**src/rtl/render_pkg.sv**
```systemverilog
// Shared rendering constants, fragment record and depth-writer FSM states.
package render_pkg;

  localparam int FB_WIDTH  = 320;
  localparam int FB_HEIGHT = 240;
  localparam int FB_PIXELS = FB_WIDTH * FB_HEIGHT;

  localparam int ADDR_W  = 17;
  localparam int Z_W     = 8;
  localparam int COLOR_W = 12;

  // Farthest representable depth; a cleared z-buffer holds this everywhere.
  localparam logic [Z_W-1:0] Z_FAR = '1;

  typedef struct packed {
    logic [ADDR_W-1:0]  addr;
    logic [Z_W-1:0]     z;
    logic [COLOR_W-1:0] pixel;
  } frag_t;

  typedef enum logic [1:0] {
    IDLE  = 2'd0,
    DRAIN = 2'd1,
    CLEAR = 2'd2
  } state_e;

endpackage

```
**src/rtl/depth_writer.sv**
```systemverilog
// Pipelined z-test and framebuffer writer with hazard forwarding and full-buffer clear.
module depth_writer #(
  parameter int ADDR_W  = render_pkg::ADDR_W,
  parameter int Z_W     = render_pkg::Z_W,
  parameter int COLOR_W = render_pkg::COLOR_W
) (
  input  logic               i_clk,
  input  logic               i_rst_n,
  input  logic               i_frag_valid,
  output logic               o_frag_ready,
  input  logic [ADDR_W-1:0]  i_frag_addr,
  input  logic [Z_W-1:0]     i_frag_z,
  input  logic [COLOR_W-1:0] i_frag_pixel,
  input  logic               i_clear_start,
  input  logic [COLOR_W-1:0] i_clear_color,
  output logic               o_clear_busy,
  output logic               o_clear_done,
  output logic [ADDR_W-1:0]  o_zb_raddr,
  input  logic [Z_W-1:0]     i_zb_rdata,
  output logic               o_zb_we,
  output logic [ADDR_W-1:0]  o_zb_waddr,
  output logic [Z_W-1:0]     o_zb_wdata,
  output logic               o_fb_we,
  output logic [ADDR_W-1:0]  o_fb_addr,
  output logic [COLOR_W-1:0] o_fb_pixel,
  output logic [15:0]        o_pass_count,
  output logic [15:0]        o_fail_count
);
  import render_pkg::FB_PIXELS;
  import render_pkg::state_e;
  import render_pkg::IDLE;
  import render_pkg::DRAIN;
  import render_pkg::CLEAR;

  typedef struct packed {
    logic               valid;
    logic [ADDR_W-1:0]  addr;
    logic [Z_W-1:0]     z;
    logic [COLOR_W-1:0] pixel;
  } stage_t;

  localparam logic [ADDR_W-1:0] LAST_ADDR = ADDR_W'(FB_PIXELS - 1);

  state_e             state_q, state_d;
  stage_t             s1_q, s2_q;
  logic               s3_valid_q;
  logic [ADDR_W-1:0]  s3_addr_q;
  logic [Z_W-1:0]     s3_z_q;
  logic [ADDR_W-1:0]  clr_addr_q;
  logic [COLOR_W-1:0] clr_color_q;
  logic               done_q;
  logic [15:0]        pass_cnt_q, fail_cnt_q;

  logic               frag_accept, clear_accept;
  logic               s1_pass, s1_in_range, pipe_empty, clear_last;
  logic [Z_W-1:0]     stored_z;

  assign o_frag_ready = (state_q == IDLE) && i_rst_n;
  assign frag_accept  = i_frag_valid && o_frag_ready;
  assign clear_accept = i_clear_start && o_frag_ready;
  assign o_zb_raddr   = i_rst_n ? i_frag_addr : '0;
  assign pipe_empty   = !s1_q.valid && !s2_q.valid;
  assign clear_last   = (clr_addr_q == LAST_ADDR);
  assign s1_in_range  = (s1_q.addr <= LAST_ADDR);
  assign s1_pass      = (s1_q.z < stored_z);

  // The RAM has not yet seen the writes sitting in S2 (this cycle) or S3
  // (written last cycle, after our read-first fetch), so those take priority.
  always_comb begin
    stored_z = i_zb_rdata;
    if (s2_q.valid && (s2_q.addr == s1_q.addr))      stored_z = s2_q.z;
    else if (s3_valid_q && (s3_addr_q == s1_q.addr)) stored_z = s3_z_q;
  end

  // NOTE: all sequential state uses non-blocking assignments so every flop
  // samples pre-edge values regardless of process evaluation order.
  always_ff @(posedge i_clk or negedge i_rst_n) begin
    if (!i_rst_n) state_q <= IDLE;
    else          state_q <= state_d;
  end

  // NOTE: every combinational output gets a default first, so no path can
  // leave it unassigned and infer a latch.
  always_comb begin
    state_d = state_q;
    case (state_q)
      IDLE:    if (i_clear_start) state_d = DRAIN;
      DRAIN:   if (pipe_empty)    state_d = CLEAR;
      CLEAR:   if (clear_last)    state_d = IDLE;
      default:                    state_d = IDLE;
    endcase
  end

  always_comb begin
    o_zb_we    = 1'b0;
    o_zb_waddr = '0;
    o_zb_wdata = '0;
    o_fb_we    = 1'b0;
    o_fb_addr  = '0;
    o_fb_pixel = '0;
    if (state_q == CLEAR) begin
      o_zb_we    = 1'b1;
      o_zb_waddr = clr_addr_q;
      o_zb_wdata = '1;
      o_fb_we    = 1'b1;
      o_fb_addr  = clr_addr_q;
      o_fb_pixel = clr_color_q;
    end else if (s2_q.valid) begin
      o_zb_we    = 1'b1;
      o_zb_waddr = s2_q.addr;
      o_zb_wdata = s2_q.z;
      o_fb_we    = 1'b1;
      o_fb_addr  = s2_q.addr;
      o_fb_pixel = s2_q.pixel;
    end
    o_clear_busy = (state_q == DRAIN) || (state_q == CLEAR);
    o_clear_done = done_q;
    o_pass_count = pass_cnt_q;
    o_fail_count = fail_cnt_q;
  end

  always_ff @(posedge i_clk or negedge i_rst_n) begin
    if (!i_rst_n) begin
      s1_q        <= '0;
      s2_q        <= '0;
      s3_valid_q  <= 1'b0;
      s3_addr_q   <= '0;
      s3_z_q      <= '0;
      clr_addr_q  <= '0;
      clr_color_q <= '0;
      done_q      <= 1'b0;
      pass_cnt_q  <= '0;
      fail_cnt_q  <= '0;
    end else begin
      s1_q       <= '{valid: frag_accept, addr: i_frag_addr, z: i_frag_z, pixel: i_frag_pixel};
      // Out-of-range fragments still get a depth verdict but never reach a strobe.
      s2_q       <= '{valid: s1_q.valid && s1_pass && s1_in_range,
                      addr: s1_q.addr, z: s1_q.z, pixel: s1_q.pixel};
      s3_valid_q <= s2_q.valid;
      s3_addr_q  <= s2_q.addr;
      s3_z_q     <= s2_q.z;

      if (state_q == DRAIN)      clr_addr_q <= '0;
      else if (state_q == CLEAR) clr_addr_q <= clr_addr_q + ADDR_W'(1);
      if (clear_accept) clr_color_q <= i_clear_color;
      done_q <= (state_q == CLEAR) && clear_last;

      if (clear_accept) begin
        pass_cnt_q <= '0;
        fail_cnt_q <= '0;
      end else if (s1_q.valid) begin
        if (s1_pass) begin
          if (pass_cnt_q != 16'hFFFF) pass_cnt_q <= pass_cnt_q + 16'd1;
        end else begin
          if (fail_cnt_q != 16'hFFFF) fail_cnt_q <= fail_cnt_q + 16'd1;
        end
      end
    end
  end

endmodule

```
**config.mk**
```make
export PLATFORM = sky130hd
export DESIGN_NAME = depth_writer
export DESIGN_NICKNAME = d
export VERILOG_FILES = /design/src/rtl/render_pkg.sv /design/src/rtl/depth_writer.sv
export SDC_FILE = /design/constraint.sdc
export NUM_CORES = 1
export LEC_CHECK = 0
export BUFFER_PORTS_ARGS = -buffer_cell sky130_fd_sc_hd__buf_2
export CAP_MARGIN = 10
export CORE_MARGIN = 1.5
export CORE_UTILIZATION = 30
export DETAILED_ROUTE_END_ITERATION = 8
export PLACE_DENSITY = 0.57
export SYNTH_ARGS = -nofsm -noshare
export SYNTH_HDL_FRONTEND = slang
export SYNTH_SLANG_ARGS = --single-unit
```
**constraint.sdc**
```tcl
create_clock -name i_clk -period 7.5 [get_ports i_clk]
set_clock_uncertainty 0.2 [all_clocks]
set_input_delay 1.5 -clock i_clk [delete_from_list [all_inputs] [get_ports i_clk]]
set_output_delay 1.5 -clock i_clk [all_outputs]
set_load 0.01 [all_outputs]
```
==> results.md, run 1 <==
- Total of fill cells in the finished design: 2322
- Die area: 24800 µm²
- Min cycle time layout: 5270 ps
- Number of nets in the synthesized netlist: 728
- Routed wire length: 18000 µm
- Initial antenna violation count: 0
- Max_slew headroom: 37.7%
- Period Utilization, post-route: 70.2%
- Total CTS buffers: 17
- Worst setup slack before clock tree synthesis: 2210 ps
- Unrepaired setup endpoints after global routing: false
- First-pass GRT wire length: 28300 µm
- Crit Path Class: flip-flop to flip-flop
- Clock latency on the worst-skew pair: 420 ps
- Final worst setup slack: 2230 ps
- Pin count of the biggest net entering global routing: 66
- Leakage power figure: 0.00422 µW
- Instance count of the mapped netlist: 653
- CTS tree: done
- Number of enable-type register cells in the synthesized netlist: 0
- Boundary pin count: 169
- N_diodes: 0
- Commonest register cell after synthesis: sky130_fd_sc_hd__dfrtp_1
- Post-route ant nets: 0
- Via density per instance: 4.60
- Total count of max-transition violations in the final report: 0
- Final total power: 1890 µW
- Final hold violation count: 0
- Most common cell after layout, fill and taps aside: sky130_fd_sc_hd__buf_2
- Weighted congestion reported at the end of routability-driven placement: 0.771
- Drt drc: 0
- Worst EP required: 7640 ps
- Run status: finished, final reports clean
- Mean post-synth cell area: 11.0 µm²
- H-tree Lvls: 4
- Path class of the lowest-slack min-delay path: flip-flop to flip-flop
- Layout cells sized above 1: 27.4%
- Most frequent cells in the layout: 167 x sky130_fd_sc_hd__buf_2, 166 x sky130_fd_sc_hd__dfrtp_1, 96 x sky130_fd_sc_hd__nand2_1
- Number of hold-repair buffers added at the cts stage: 0
- Worst Tran Pin Value: 933 ps
- NumNets Final: 880
- Quantity of I/O buffers inserted on ports: 168
- Cell type contributing the most total cell area after synthesis: sky130_fd_sc_hd__dfrtp_1
- Clock transition at path regs: 70 ps
- Setup TNS Final: 0 ps
- Arrival @ worst endpoint: 5410 ps
- Die Wd: 158 µm
- Total routing usage reported by global routing: 15.0%
- Initial detailed-routing violation count: 272
- Max Fclk: 190 MHz
- Number of clock sinks: 166
- Routed met1 length: 8880 µm
- Crit path max fanout: 22
- Post-synthesis sequential area ratio: 58.0%
- Die Span Y: 158 µm
- Number of cells upsized or downsized after cts: 0
- Top routing layer in use: met4
- Met3 wire len: 684 µm
- Post-Synthesis Cell Area: 7160 µm²
- Peak ir drop on the vdd network: 123 µV
- Post-synthesis sequential element count: 166
- Count of buffers added by post-CTS timing repair for setup: 0
- Pre-antenna DRT Iters: 4
- Layout Cells excl Fill: 1137
- Placeable core region: 23500 µm²
- Area share of the largest cell type after synthesis: 58.0%
- Row count: 56
- Main area contributors after synthesis: sky130_fd_sc_hd__dfrtp_1 58%, sky130_fd_sc_hd__nand2_1 5.0%, sky130_fd_sc_hd__xor2_1 4.6%
- Effective utilization at floorplan: 30.5%
- Share of async-settable or async-resettable flops after synthesis: 100%
- Overflow left after global routing: 0
- Number of distinct library cells after synthesis: 49
- P&R area growth vs syn: 23.0%
- CP Capture Type: flip-flop
- Vias after detailed routing: 5231
- Worst hold margin: 148 ps
- DR WL met2: 8270 µm
- Power density over the cells: 214 nW/µm²
- Average routed wire per standard cell: 15.8 µm
- Number of placed instances, taps included: 1105
- Number of maximum-capacitance constraint violations: 0
- Buffer type at the clock tree root: sky130_fd_sc_hd__clkbuf_16
- Startpoint kind of the worst setup timing path: flip-flop
- Clock Path Buffers: 2
- Setup-failing EPs final: 0
- DPL Wire Length: 12800 µm
- Yosys warning count: 0
- Via count of the first global-routing pass: 5148
[cells by family (layout without fill, tap and decap cells)]
logic type	count (synthesis)	after routing	share of synthesized area, %
multiplexers	11	11	1.54
AND/OR/NAND/NOR	250	250	17.6
AO/OA/AOI/OAI	106	106	10.1
adder cells (fa/ha/maj)	14	14	2.45
XOR/XNOR	54	54	6.60
buffers and inverters	52	217	3.70
flip-flops	166	166	58.0
[flip-flops by register name (all words and copies together), names as in the netlist]
name / cells
s3_valid_q: 1
s1_q: 38
s3_addr_q: 17
s3_z_q: 8
state_q: 2
o_pass_count: 16
s2_q: 38
clr_addr_q: 17
o_clear_done: 1
o_fail_count: 16
clr_color_q: 12
[cells in the mapped netlist (all sizes together) (2+ instances only)]
cell type    n
a211oi       2
a21o         2
a21oi       25
a22o        29
a31o         6
and2        21
and3        10
and4         3
buf         20
clkbuf      22
dfrtp      166
ha          14
inv          9
mux2i       11
nand2       96
nand2b       2
nand3       16
nand4       14
nand4b       2
nor2        34
nor2b        6
nor3         7
nor4         9
o21a         2
o21ai       28
o31ai        6
or2          5
or3         12
or4          7
or4b         2
xnor2       16
xor2        38
[layout make-up]
| class | count | area [µm²] | share of cell area, % |
|---|---|---|---|
| Clock buffer | 18 | 439 | 4.98 |
| Clock inverter | 14 | 138 | 1.56 |
| Inverter | 10 | 37.5 | 0.426 |
| Multi-Input combinational cell | 435 | 2750 | 31.2 |
| Sequential cell | 166 | 4150 | 47.1 |
| Tap cell | 319 | 399 | 4.53 |
| Timing Repair Buffer | 175 | 900 | 10.2 |
[critical path, stage by stage (launching register included)]
cell                       delay [ps]
sky130_fd_sc_hd__dfrtp_1          420
sky130_fd_sc_hd__xnor2_1          210
sky130_fd_sc_hd__nand2_1           80
sky130_fd_sc_hd__or3b_2           460
sky130_fd_sc_hd__nor3_1           180
sky130_fd_sc_hd__nand4_1          500
sky130_fd_sc_hd__mux2i_1          310
sky130_fd_sc_hd__nand2_1           60
sky130_fd_sc_hd__o21ai_0          100
sky130_fd_sc_hd__ha_1             290
sky130_fd_sc_hd__a2111o_1         410
sky130_fd_sc_hd__a211oi_1         210
sky130_fd_sc_hd__o21ai_1          140
sky130_fd_sc_hd__a211oi_1         370
sky130_fd_sc_hd__nand2_1          460
sky130_fd_sc_hd__or4_1            630
sky130_fd_sc_hd__a21oi_1          160
[through the flow]
| step | cell area (µm²) | utilization (%) |
|---|---|---|
| 4_1_cts | 8810 | 37.6 |
| 6_report | 8810 | 37.6 |
| 5_1_grt | 8810 | 37.6 |
| 3_5_place_dp | 8240 | 35.1 |
| 2_1_floorplan | 7160 | - |
| 3_3_place_gp | 8240 | 35.1 |
[worst paths after layout]
check	startpoint	end	slack (ps)	depth (start not counted)
max	s1_q[27]	o_pass_count[7]	2230	16
max in group asynchronous	i_rst_n	s2_q[18]	4950	3
max reg2reg	s1_q[27]	o_pass_count[7]	2230	16
min in group asynchronous	i_rst_n	o_fail_count[0]	830	1
min	s1_q[0]	s2_q[0]	150	0
min reg2reg	s1_q[0]	s2_q[0]	150	0
[power by group]
group | leakage [µW] | internal (µW) | total (µW) | switching, µW
Combinational | 0.00189 | 35.8 | 87.3 | 51.5
Clock | 0.000278 | 475 | 858 | 383
Sequential | 0.00205 | 922 | 942 | 20.0
[metal layers]
metal / vias to the layer above / GRT usage (%)
li1: 2554 / -
met1: 2548 / 21.1
met3: 8 / 3.50
met2: 121 / 23.1
met4: 0 / 4.45
met5: - / 0
Power figures use the tool's default switching activity.
==> run 2, diff against run 1 <==
ABC_AREA = 1   (was unset)
PLACE_DENSITY = 0.58   (was 0.57)
clock period = 4.3 ns   (was 7.5 ns; I/O delays follow)
==> run 2 against run 1 <==
  * The flow now finishes with violations (DRC)
  * Flip-flop and latch count unchanged
  * Final cell count increased by 28%
  * Combinational power increased to 13 times the previous value
  * Non-clock buffer count increased by 2
  * First-iteration DRC count increased by 91%
  * Highest routed layer unchanged
==> results.md, run 2 <==
- Die Wd: 166 µm (+5.6%)
- NumNets Final: 1187 (+35%)
- Run status: finished, violations left
- Top cell types by occurrence after synthesis: 270 x sky130_fd_sc_hd__nand2_1, 166 x sky130_fd_sc_hd__dfrtp_1, 110 x sky130_fd_sc_hd__inv_1
- Layout cells sized above 1: 22.4% (-5.0 points)
- Vias after detailed routing: 6794 (+30%)
- Worst EP required: 3240 ps (-4400 ps)
- Cell type contributing the most total cell area after synthesis: sky130_fd_sc_hd__dfrtp_1
- Placeable core region: 26100 µm² (+11%)
- Min cycle time layout: 3720 ps
- Post-route ant nets: 0 (unchanged)
- Total CTS buffers: 17 (unchanged)
- Unrepaired setup endpoints after global routing: false
- Reg2Reg Capture Point: o_pass_count[10]
- Total routing usage reported by global routing: 16.2% (+1.1 points)
- Crit Path Class: flip-flop to output port
- P&R area growth vs syn: 20.9%
- Buffer type at the clock tree root: sky130_fd_sc_hd__clkbuf_16
- Main area contributors after synthesis: sky130_fd_sc_hd__dfrtp_1 52%, sky130_fd_sc_hd__nand2_1 13%, sky130_fd_sc_hd__inv_1 5.2%
- Mean post-synth cell area: 8.34 µm² (-24%)
- Initial detailed-routing violation count: 520 (+91%)
- Number of maximum-capacitance constraint violations: 0 (unchanged)
- Number of enable-type register cells in the synthesized netlist: 0 (unchanged)
- Period Utilization, post-route: 86.6%
- Failing checks: DRC
- Max Fclk: 268 MHz
- DPL Wire Length: 16300 µm (+27%)
- CTS tree: done
- Effective utilization at floorplan: 30.6% (+0.10 points)
- H-tree Lvls: 4 (unchanged)
- Instance count of the mapped netlist: 959 (+47%)
- Quantity of I/O buffers inserted on ports: 168 (unchanged)
- Number of nets in the synthesized netlist: 1034 (+42%)
- Cells on Worst Hold Path: 0 (unchanged)
- Via count of the first global-routing pass: 6443 (+25%)
- Number of clock sinks: 166 (unchanged)
- Most common cell in the synthesized netlist: sky130_fd_sc_hd__nand2_1
- Peak ir drop on the vdd network: 234 µV (+90%)
- Area share of the largest cell type after synthesis: 51.9% (-6.1 points)
- Worst reg-to-reg path cell count: 18 (+2)
- Drt drc: 14 (+14)
- Final total power: 4510 µW (+140%)
- Most common cell after layout, fill and taps aside: sky130_fd_sc_hd__nand2_1
- Clock Path Buffers: 2 (unchanged)
- Most frequent cells in the layout: 269 x sky130_fd_sc_hd__nand2_1, 167 x sky130_fd_sc_hd__buf_2, 166 x sky130_fd_sc_hd__dfrtp_1
- Path class of the lowest-slack min-delay path: flip-flop to flip-flop
- Pre-antenna DRT Iters: 7 (+3)
- Routed wire length: 22000 µm (+22%)
- CP Capture Type: output port
- Worst-case register-to-register setup slack: 640 ps (-1590 ps)
- Row count: 59 (+5.4%)
- Crit path max fanout: 15 (-32%)
- Weighted congestion reported at the end of routability-driven placement: 0.873 (+13%)
- Total count of max-transition violations in the final report: 0 (unchanged)
- Yosys warning count: 0 (unchanged)
- Number of distinct library cells after synthesis: 43 (-12%)
- Setup TNS Final: 0 ps (unchanged)
- Leakage power figure: 0.00519 µW (+23%)
- Die Span Y: 166 µm (+5.6%)
- Pin count of the biggest net entering global routing: 136 (+110%)
- Boundary pin count: 169 (unchanged)
- Post-Synthesis Cell Area: 8000 µm² (+12%)
- First-pass GRT wire length: 34900 µm (+23%)
- Startpoint kind of the worst setup timing path: flip-flop
- Setup-failing EPs final: 0 (unchanged)
- Initial antenna violation count: 0 (unchanged)
- Count of buffers added by post-CTS timing repair for setup: 0 (unchanged)
- Clock transition at path regs: 70 ps (about the same)
- Worst Tran Pin Value: 756 ps (-177 ps)
- Hold Path End: s2_q[10]
- Final hold violation count: 0 (unchanged)
- Util after Layout: 37.0% (-0.54 points)
- Post-synthesis sequential area ratio: 51.9% (-6.1 points)
- Average routed wire per standard cell: 15.1 µm (-4.8%)
- Largest regs: s1_q: 38 flops, s2_q: 38 flops
- Max_slew headroom: 49.3% (+12 points)
- N_diodes: 0 (unchanged)
- Power density over the cells: 466 nW/µm² (+120%)
- Share of async-settable or async-resettable flops after synthesis: 100% (unchanged)
- Overflow left after global routing: 0 (unchanged)
- Clock latency on the worst-skew pair: 430 ps (about the same)
- Number of hold-repair buffers added at the cts stage: 0 (unchanged)
- Arrival @ worst endpoint: 2660 ps (-2750 ps)
- Via density per instance: 4.65 (+1.1%)
- Number of cells upsized or downsized after cts: 0 (unchanged)
- Total of fill cells in the finished design: 2725 (+17%)
- Post-synthesis sequential element count: 166 (unchanged)
- Commonest register cell after synthesis: sky130_fd_sc_hd__dfrtp_1
- Die area: 27700 µm² (+11%)
- FF-to-FF Start: s1_q[32]
- Launch point of the worst hold path: s1_q[10]
run 2: cell types whose count changed in the layout (fill, tap and decap cells not counted), moves of 21 or more:
cell / delta
sky130_fd_sc_hd__a22o_1: -29
sky130_fd_sc_hd__inv_1: +101
sky130_fd_sc_hd__nor2_1: +42
sky130_fd_sc_hd__and2_1: -21
sky130_fd_sc_hd__nand2_1: +173
sky130_fd_sc_hd__nand3_1: +57
run 2: metrics by stage:
step | setup WS (ps) | hold WS [ps] | cell area [µm²] | std cells
2_1_floorplan | 847 | 131 | 8000 | 959
3_3_place_gp | 679 | 132 | 9090 | 1428
3_5_place_dp | 664 | 135 | 9090 | 1428
4_1_cts | 570 | 152 | 9670 | 1460
5_1_grt | 128 | 157 | 9670 | 1460
6_report | 575 | 151 | 9670 | 1460
run 2: power breakdown:
part / internal, µW / switching [µW] / total [µW]
Sequential: 1730 / 141 / 1870
Combinational: 386 / 753 / 1140
Clock: 777 / 723 / 1500
Total: 2890 / 1620 / 4510
run 2: cell families after synthesis:
group	count (synthesis)	synth area share, %
AOI/OAI and AO/OA	77	5.53
xor gates and xnor gates	27	2.96
DFF	166	51.9
muxes	1	0.125
buffers and inverters	164	8.96
adders and majority gates	14	2.19
and+or+nand+nor	510	28.3
run 2: area by class of cell:
| class | instances | area, µm² | area share [%] |
|---|---|---|---|
| clock buffer | 17 | 425 | 4.40 |
| clock inverter | 15 | 155 | 1.60 |
| sequential | 166 | 4150 | 42.9 |
| tap | 335 | 419 | 4.33 |
| timing repair buffer | 177 | 930 | 9.61 |
| inverter | 121 | 454 | 4.70 |
| multi-input combinational | 629 | 3130 | 32.4 |
run 2: worst max path at each step:
stage                          start               end  slack (ps)
final                     state_q[0]      o_fb_addr[7]         580
after floorplan             s1_q[32]  o_pass_count[10]         850
after CTS                 state_q[0]      o_fb_addr[7]         570
after global routing        s1_q[32]   o_fail_count[3]         130
after global placement      s1_q[32]  o_pass_count[13]         680
after detailed placement    s1_q[32]   o_pass_count[5]         660
run 2: per-layer routing:
layer,vias to the layer above,share of wire [%],wire length (µm),GRT usage [%]
met3,33,5.6,1230,3.24
met1,3195,46,10100,21.6
met5,-,0,0,0
met4,0,2.3,508,5.61
met2,213,46,10200,26.1
li1,3353,-,-,-
run 2: critical path: stages, from the launching register on:
cell	delay [ps]
sky130_fd_sc_hd__dfrtp_1	380
sky130_fd_sc_hd__inv_1	120
sky130_fd_sc_hd__ha_1	200
sky130_fd_sc_hd__clkinv_1	490
sky130_fd_sc_hd__nand2_1	610
sky130_fd_sc_hd__o21ai_0	250
sky130_fd_sc_hd__buf_2	200
